--- src/rtl/rsa_io_host_pkg.sv ---
// Shared definitions for the RSA accelerator IO host: FSM states, word indices,
// default timing and the operand word selector.
package rsa_io_host_pkg;

    typedef enum logic [3:0] {
        IDLE,
        RST_IO,
        SETUP,
        PULSE,
        GAP,
        WAIT_END,
        TURN,
        READ,
        DONE,
        ERR
    } host_state_t;

    localparam logic [1:0] IDX_BASE = 2'd0;
    localparam logic [1:0] IDX_EXP  = 2'd1;
    localparam logic [1:0] IDX_MOD  = 2'd2;
    localparam logic [1:0] IDX_ARM  = 2'd3;

    localparam int DEF_PULSE_CYC   = 4;
    localparam int DEF_GAP_CYC     = 4;
    localparam int DEF_RST_CYC     = 4;
    localparam int DEF_SETTLE_CYC  = 2;
    localparam int DEF_TIMEOUT_CYC = 65535;
    localparam int TIMER_W         = 32;

    // The fourth word is all zeros; it only arms the accelerator.
    function automatic logic [31:0] select_word(
        input logic [1:0]  idx,
        input logic [31:0] b,
        input logic [31:0] e,
        input logic [31:0] m
    );
        logic [31:0] w;
        case (idx)
            IDX_BASE: w = b;
            IDX_EXP:  w = e;
            IDX_MOD:  w = m;
            default:  w = 32'h0;
        endcase
        return w;
    endfunction

endpackage

--- src/rtl/rsa_io_host_cyc_timer.sv ---
// Loadable down-counter with a zero flag; one instance times every waiting state
// of the host FSM.
module cyc_timer #(
    parameter int W = 32
) (
    input  logic         clk,
    input  logic         rst,
    input  logic         load,
    input  logic [W-1:0] load_val,
    output logic         zero
);

    logic [W-1:0] count;

    always_ff @(posedge clk) begin
        if (rst) begin
            count <= '0;
        end else if (load) begin
            count <= load_val;
        end else if (count != '0) begin
            count <= count - W'(1);
        end
    end

    assign zero = (count == '0);

endmodule

--- src/rtl/rsa_io_host.sv ---
// Host-side sequencer for the RSA accelerator IO: resets the IO, strobes four words
// over the shared bus, waits for completion, then turns the bus around and reads the result.
module rsa_io_host
    import rsa_io_host_pkg::*;
#(
    parameter int PULSE_CYC   = DEF_PULSE_CYC,
    parameter int GAP_CYC     = DEF_GAP_CYC,
    parameter int RST_CYC     = DEF_RST_CYC,
    parameter int SETTLE_CYC  = DEF_SETTLE_CYC,
    parameter int TIMEOUT_CYC = DEF_TIMEOUT_CYC
) (
    input  logic        clk,
    input  logic        rst,
    input  logic        start,
    input  logic [31:0] base,
    input  logic [31:0] exponent,
    input  logic [31:0] modulus,
    input  logic        io_end,
    input  logic [31:0] bus_in,
    output logic [31:0] bus_out,
    output logic        bus_oe,
    output logic        write,
    output logic        oe,
    output logic        io_rstn,
    output logic        busy,
    output logic        done,
    output logic [31:0] result,
    output logic        timeout
);

    // The timer counts down to zero, so a state lasting N cycles loads N-1.
    localparam logic [TIMER_W-1:0] RST_LD     = TIMER_W'(RST_CYC - 1);
    localparam logic [TIMER_W-1:0] PULSE_LD   = TIMER_W'(PULSE_CYC - 1);
    localparam logic [TIMER_W-1:0] GAP_LD     = TIMER_W'(GAP_CYC - 1);
    localparam logic [TIMER_W-1:0] SETTLE_LD  = TIMER_W'(SETTLE_CYC - 1);
    localparam logic [TIMER_W-1:0] TIMEOUT_LD = TIMER_W'(TIMEOUT_CYC - 1);

    host_state_t        state;
    logic [1:0]         word_idx;
    logic [31:0]        base_q;
    logic [31:0]        exp_q;
    logic [31:0]        mod_q;
    logic               tmr_load;
    logic [TIMER_W-1:0] tmr_val;
    logic               tmr_zero;

    cyc_timer #(
        .W(TIMER_W)
    ) u_timer (
        .clk      (clk),
        .rst      (rst),
        .load     (tmr_load),
        .load_val (tmr_val),
        .zero     (tmr_zero)
    );

    // Load the timer on the edge that enters a timed state, matching the FSM below.
    always_comb begin
        tmr_load = 1'b0;
        tmr_val  = '0;
        case (state)
            IDLE: begin
                tmr_load = start;
                tmr_val  = RST_LD;
            end
            SETUP: begin
                tmr_load = 1'b1;
                tmr_val  = PULSE_LD;
            end
            PULSE: begin
                tmr_load = tmr_zero;
                tmr_val  = GAP_LD;
            end
            GAP: begin
                tmr_load = tmr_zero && (word_idx == IDX_ARM);
                tmr_val  = TIMEOUT_LD;
            end
            TURN: begin
                tmr_load = 1'b1;
                tmr_val  = SETTLE_LD;
            end
            default: begin
                tmr_load = 1'b0;
                tmr_val  = '0;
            end
        endcase
    end

    // All outputs are set on the transition into the state they belong to.
    always_ff @(posedge clk) begin
        if (rst) begin
            state    <= IDLE;
            io_rstn  <= 1'b0;
            write    <= 1'b0;
            oe       <= 1'b0;
            bus_oe   <= 1'b0;
            bus_out  <= '0;
            busy     <= 1'b0;
            done     <= 1'b0;
            timeout  <= 1'b0;
            result   <= '0;
            word_idx <= IDX_BASE;
            base_q   <= '0;
            exp_q    <= '0;
            mod_q    <= '0;
        end else begin
            done <= 1'b0;
            case (state)
                IDLE: begin
                    io_rstn <= 1'b1;
                    if (start) begin
                        base_q   <= base;
                        exp_q    <= exponent;
                        mod_q    <= modulus;
                        word_idx <= IDX_BASE;
                        timeout  <= 1'b0;
                        io_rstn  <= 1'b0;
                        busy     <= 1'b1;
                        state    <= RST_IO;
                    end
                end
                RST_IO: begin
                    if (tmr_zero) begin
                        io_rstn <= 1'b1;
                        bus_oe  <= 1'b1;
                        bus_out <= select_word(word_idx, base_q, exp_q, mod_q);
                        state   <= SETUP;
                    end
                end
                SETUP: begin
                    write <= 1'b1;
                    state <= PULSE;
                end
                PULSE: begin
                    if (tmr_zero) begin
                        write <= 1'b0;
                        state <= GAP;
                    end
                end
                GAP: begin
                    if (tmr_zero) begin
                        if (word_idx == IDX_ARM) begin
                            bus_oe <= 1'b0;
                            state  <= WAIT_END;
                        end else begin
                            word_idx <= word_idx + 2'd1;
                            bus_out  <= select_word(word_idx + 2'd1, base_q, exp_q, mod_q);
                            state    <= SETUP;
                        end
                    end
                end
                WAIT_END: begin
                    if (io_end) begin
                        state <= TURN;
                    end else if (tmr_zero) begin
                        timeout <= 1'b1;
                        state   <= ERR;
                    end
                end
                TURN: begin
                    oe    <= 1'b1;
                    state <= READ;
                end
                READ: begin
                    if (tmr_zero) begin
                        result <= bus_in;
                        oe     <= 1'b0;
                        done   <= 1'b1;
                        state  <= DONE;
                    end
                end
                DONE: begin
                    busy  <= 1'b0;
                    state <= IDLE;
                end
                ERR: begin
                    busy  <= 1'b0;
                    state <= IDLE;
                end
                default: begin
                    state <= IDLE;
                end
            endcase
        end
    end

endmodule

--- config.mk ---
export PLATFORM = sky130hd
export DESIGN_NAME = rsa_io_host
export DESIGN_NICKNAME = d
export VERILOG_FILES = /design/src/rtl/rsa_io_host_pkg.sv /design/src/rtl/rsa_io_host_cyc_timer.sv /design/src/rtl/rsa_io_host.sv
export SDC_FILE = /design/constraint.sdc
export NUM_CORES = 1
export LEC_CHECK = 0
export ABC_AREA = 1
export BUFFER_PORTS_ARGS = -buffer_cell sky130_fd_sc_hd__buf_2
export CAP_MARGIN = 20
export CORE_ASPECT_RATIO = 1.5
export CORE_MARGIN = 3
export CORE_UTILIZATION = 49
export CTS_CLUSTER_SIZE = 40
export DETAILED_ROUTE_END_ITERATION = 7
export PLACE_DENSITY = 0.72
export SETUP_SLACK_MARGIN = 0.05
export SYNTH_ARGS = -nofsm -noshare
export SYNTH_HDL_FRONTEND = slang
export SYNTH_SLANG_ARGS = --single-unit
--- constraint.sdc ---
create_clock -name clk -period 5 [get_ports clk]
set_input_delay 0.75 -clock clk [delete_from_list [all_inputs] [get_ports clk]]
set_output_delay 0.75 -clock clk [all_outputs]
set_load 0.01 [all_outputs]
; Word level (Yosys, flattened, before mapping)
; Index checks and enable logic that the tools add are counted.
[word_totals]
latch_bits = 0
word_cells = 109
mem_bits_ro = 0
ram_bits = 0
n_memories = 0
ff_bits = 205
output_inout_bits = 71
[classes]
order_cmp = 0
n_reduce_logical = 29
n_shift = 0
n_mux = 38
n_div = 0
bitwise = 1
n_eq_ne = 24
n_mul = 0
n_addsub = 2
[op_table]
columns = op, n
row1 = one-hot mux 32 bit (3 select lines), 2
row2 = two-way mux 32 bit, 5
row3 = one-hot mux 32 bit (2 select lines), 1
row4 = one-hot mux 16 bit (3 select lines), 1
row5 = logical NOT 32 bit, 1
row6 = one-hot mux 4 bit (8 select lines), 1
row7 = nonzero test 32 bit, 1
row8 = "subtractor 32 x 1 -> 32 bit, second input constant", 1
row9 = two-way mux 4 bit, 7
row10 = "!= test 2 bit, second input constant", 9
row11 = "equality test 4 x 3 -> 1 bit, second input constant", 4
row12 = AND reduction 4 bit, 4
row13 = nonzero test 2 bit, 8
row14 = one-hot mux 1 bit (2 select lines), 6
row15 = AND reduction 2 bit, 6
row16 = two-way mux 1 bit, 9
row17 = "equality test 4 x 2 -> 1 bit, second input constant", 2
row18 = "equality test 4 bit, second input constant", 2
row19 = "equality test 2 bit, second input constant", 3
row20 = two-way mux 2 bit, 3
row21 = AND reduction 6 bit, 1
row22 = OR reduction 2 bit, 3
row23 = "equality test 2 x 1 -> 1 bit, second input constant", 2
row24 = "equality test 4 x 1 -> 1 bit, second input constant", 1
row25 = other kinds (10), 11

; Longest topological paths before layout
[depth]
depth_word = 6
ltp_mapped = 13
depth_no_buf = 12

; Modules after synthesis
; Synthesis repeated with hierarchy kept, for this count alone.
[hier_totals]
hier_cells = 1570
area_unflattened_um2 = 10098.4
[modules_own_cells]
columns = mod, area_per_inst_um2, n_inst, seq_area_each_um2, cells_each
row1 = rsa_io_host, 7906.3, 1, 3463.3, 1205
row2 = cyc_timer, 2192.1, 1, 640.6, 365

; Worst setup path after synthesis
; No wires, ideal clock.
[synth_path]
path_type = input to register
startpoint = input start
endpoint = register base_q[10]
setup_slack_ps = 3170
setup_time_ps = 71
stages = 5
required_time_ps = 4929
t_arrival_ps = 1759
path_cell_list = clkbuf_1 clkbuf_1 clkbuf_1 nand3_1 a21oi_1
[synth_via]
elab_chain_len = 1
[synth_rtl]
columns = item, line_no
row1 = start: declaration, rsa_io_host.sv:14  ; input logic start,
row2 = AND reduction 2 bit (no source line), -
row3 = end signal: assignment, rsa_io_host.sv:112  ; base_q <= base;
row4 = end: declaration, rsa_io_host.sv:40  ; logic [31:0] base_q;
; No other way between the ends.
; A chain may end at the register's enable or synchronous reset.

; Worst setup path in the final report
[layout_path]
startpoint = register state[1]
endpoint = register bus_out[7]
[layout_via]
elab_chain_len = 3
word_cells_on_any_way = 8
cone_classes = 5 x eq/ne / 1 x mux / 2 x reduce/logical
[layout_rtl]
columns = item, line_no
row1 = start: declaration, rsa_io_host.sv:38  ; host_state_t state;
row2 = start signal: assignment, rsa_io_host.sv:92  ; state <= IDLE;
row3 = start signal: assignment, rsa_io_host.sv:119  ; state <= RST_IO;
row4 = start signal: assignment, rsa_io_host.sv:127  ; state <= SETUP;
row5 = equality test 4 x 3 -> 1 bit / equality test 4 x 1 -> 1 bit (equally long branches), rsa_io_host.sv:108  ; case (state)
row6 = != test 2 bit (no source line) / nonzero test 2 bit (equally long branches), -
row7 = AND reduction 4 bit (no source line), -
row8 = end signal: assignment, rsa_io_host.sv:126  ; bus_out <= select_word(word_idx, base_q, exp_q, mod_q);
row9 = end signal: assignment, rsa_io_host.sv:147  ; bus_out <= select_word(word_idx + 2'd1, base_q, exp_q, mod_q);
row10 = end: declaration, rsa_io_host.sv:20  ; output logic [31:0] bus_out,
; Parallel ways exist; a longest one is shown, timed or not.

==> run_results.csv <==
group,metric,value,unit
yosys,synth_top_area_cell,"dfxtp_1",
clock_network,cts_buffers,21,
final_layout,drive_above_1_share,18.1,%
floorplan,die_height,182,µm
clock_network,postCtsSetupBuffers,0,
final_layout,fin_util,58.9,%
routing,drt_iter0_drc,765,
yosys,ys_top_cells_by_area,"dfxtp_1 (41%), nand2_1 (15%), nand3_1 (9.7%), nor2_1 (7.0%), a21oi_1 (6.9%)",
sta,period_needed,3300,ps
sta,worst-slew-pin-transition,1070,ps
yosys,synth_edf_count,0,
floorplan,die_area,22400,µm²
yosys,ys_types,39,
place,dp_slack,1760,ps
routing,dr.pass1.iters,5,
routing,drcViolationCount,0,
final_layout,fillers,2005,
yosys,avgSynthCellArea,6.82,µm²
global_route,grt.total_usage,25.6,%
routing,num_vias,10300,
routing,totalWireLength,29.5,mm
yosys,synth_top_family_by_area,"simple AND/OR/NAND/NOR gates",
yosys,netlist_instances,1481,
final_layout,n_antenna_cell,0,
clock_network,cts.path.max_buffers,3,
power_and_ir_drop,pwr-share-seq,31.6,%
clock_network,insertion_delay,500,ps
sta,holdWs,468,ps
worst_setup_path,worst_ep_arrival_time,3680,ps
worst_setup_path,cp.required,5380,ps
sta,timing.final.ws_setup,1700,ps
worst_setup_path,critPathKind,"flip-flop to flip-flop",
power_and_ir_drop,p_leak,5.32,nW
floorplan,initial_core_util,50.4,%
worst_setup_path,worst_setup_path_start_kind,"flip-flop",
clock_network,cts_tree,"built",
place,port_buffers,202,
sta,final_hold_viol_count,0,
sta,grt_setup_unrepaired,"no",
place,placed_area,11100,µm²
sta,skew,8.86,ps
sta,tns,0,ps
yosys,synth_fa_ha_area_share,0.991,%
worst_setup_path,worstPathMaxFanout,35,
sta,fmax,0.303,GHz
hold_path,hold_class,"flip-flop to flip-flop",
yosys,ys.flop_type,"dfxtp_1",
clock_network,ctsHoldBuffers,0,
yosys,synth-warning-count,0,
yosys,ys_seq_area_share,40.6,%
yosys,synth_xor_area_share,1.82,%
routing,drtAntennaViolNets,0,
floorplan,rows,63,
flow_run,maxCapViolCount,0,
clock_network,clk_pin_slew,60,ps
routing,routed_via_density,5.44,
floorplan,die_x,123,µm
power_and_ir_drop,p_clk_share,21.4,%
clock_network,h-tree-depth,1,
power_and_ir_drop,switching_power,3.20,mW
routing,drt-wirelength-per-cell,15.7,µm
global_route,antenna_found_initial,0,
yosys,muxShareOfSynthArea,0,%
yosys,syn_area,10100,µm²
yosys,synth-compound-area-share,14.1,%
floorplan,coreArea,20000,µm²
final_layout,area_growth,16.8,%
place,dpl.hpwl,20.0,mm
clock_network,cts.sinks,205,
floorplan,ioPinCount,203,
global_route,grt_pass1_wl,47.6,mm
yosys,synth-simple-area-share,36.4,%
power_and_ir_drop,design_power_total,7.22,mW
sta,finalMaxSlewViolations,0,
power_and_ir_drop,p_comb_share,47.0,%
yosys,ys_async_sr_fraction,0,%
global_route,grt_pass1_vias,9805,
clock_network,ctsResizeCount,0,
final_layout,stdcell_area,11800,µm²
worst_setup_path,r2r_setup_slack,1700,ps
worst_setup_path,cp-end-kind,"flip-flop",
yosys,ys_ff_latch,205,
final_layout,nNetsFinal,1754,
power_and_ir_drop,p_int,4.02,mW
global_route,grt_overflow_total,0,
final_layout,fin_cells,1886,
sta,slew-limit-headroom,28.5,%
run_status,status,"finished, final reports clean",
clock_network,cts-root-buf,"clkbuf_16",
global_route,grt_max_degree,102,
power_and_ir_drop,p_per_area,612,nW/µm²
sta,fin_crit_sh,66.0,%
place,dp.cells,1849,
yosys,synth_fp_nets,1621,
place,globalplace.congestion,0.922,
power_and_ir_drop,irDropWorstVdd,0.403,mV
power_and_ir_drop,netSwitchingFraction,44.3,%
sta,setup_viol,0,
yosys,synth_top_area_share,40.6,%
## synthesized netlist by cell type, types with 6 or more instances
cell type	instances
nand2_1	415
dfxtp_1	205
nand3_1	196
nor2_1	188
a21oi_1	140
clkbuf_1	69
o21ai_0	67
inv_1	35
a32o_1	32
nor2_2	20
buf_2	19
xor2_1	17
buf_1	10
ha_1	8
nor3_1	8
nand4_1	6
## worst max-delay path, cell delays in order, from the launching register on
cell and delay, ps:
dfxtp_1 370, inv_2 130, nand3_2 650, nor2_2 440, inv_1 150, a21oi_4 690
inv_2 480, nor2_1 210, nor2_1 60
## final cells by class
| cell class | instances | area, µm² | share of cell area, % |
|---|---|---|---|
| Multi-Input combinational cell | 1132 | 5390 | 45.7 |
| Sequential cell | 205 | 4100 | 34.8 |
| Tap cell | 260 | 325 | 2.76 |
| Clock buffer | 31 | 623 | 5.28 |
| Inverter | 40 | 153 | 1.29 |
| Timing Repair Buffer | 214 | 1150 | 9.71 |
| Clock inverter | 4 | 52.6 | 0.445 |
## cell families (layout without fill, tap and decap cells)
group                    after synthesis  in the layout
AO/OA/AOI/OAI                        247            247
AND/OR/NAND/NOR                      856            856
XOR/XNOR                              21             21
adder cells (fa/ha/maj)                8              8
buffers and inverters                144            289
flip-flops                           205            205
## path summary, 6_finish.rpt
check	depth (start not counted)	end	startpoint
max	8	bus_out[7]$_SDFFE_PP0P_	state[1]$_SDFFE_PP0P_
min	2	busy$_SDFFE_PP0P_	busy$_SDFFE_PP0P_
max reg2reg	8	bus_out[7]$_SDFFE_PP0P_	state[1]$_SDFFE_PP0P_
min reg2reg	2	busy$_SDFFE_PP0P_	busy$_SDFFE_PP0P_
## power groups by stage
stage                     Clock, mW  Sequential, mW  Combinational, mW
after global routing           1.63            2.32               3.85
after floorplan                   0            2.25               2.67
after CTS                      1.57            2.28               3.39
after detailed placement          0            2.31               3.36
final                          1.55            2.28               3.40
after global placement            0            2.30               3.31
## layout by cell type (no fill, tap or decap), types with 3 or more instances in the layout
cell type | synthesis | routed
nand2_1 | 415 | 414
dfxtp_1 | 205 | 205
buf_2 | 19 | 200
nand3_1 | 196 | 196
nor2_1 | 188 | 186
a21oi_1 | 140 | 140
o21ai_0 | 67 | 67
inv_1 | 35 | 34
a32o_1 | 32 | 32
nor2_2 | 20 | 22
clkbuf_16 | 0 | 21
xor2_1 | 17 | 17
buf_4 | 1 | 11
nor3_1 | 8 | 8
nand4_1 | 6 | 6
ha_1 | 8 | 6
clkbuf_8 | 0 | 6
inv_2 | 4 | 5
nand2_2 | 4 | 4
nor2_4 | 4 | 4
nand2_4 | 3 | 4
xnor2_1 | 4 | 4
nand3b_1 | 4 | 4
clkbuf_1 | 69 | 4
o21ai_1 | 3 | 3
## state kept, by name, indices dropped and copies added, names as in the netlist
signal and flops:
word_idx 2, io_rstn 1, mod_q 32, result 32, done 1, write 1, base_q 32, u_timer.count 32
busy 1, oe 1, state 4, exp_q 32, bus_oe 1, timeout 1, bus_out 32
## routing by layer
metal | up-vias | GRT usage, % | share of wire [%]
met4 | 0 | 9.62 | 3.2
met2 | 292 | 45.7 | 52
met1 | 4744 | 30.7 | 40
met3 | 60 | 3.68 | 5.0
met5 | - | 0 | 0
li1 | 5171 | - | -
(Power assumes the default switching activity.)
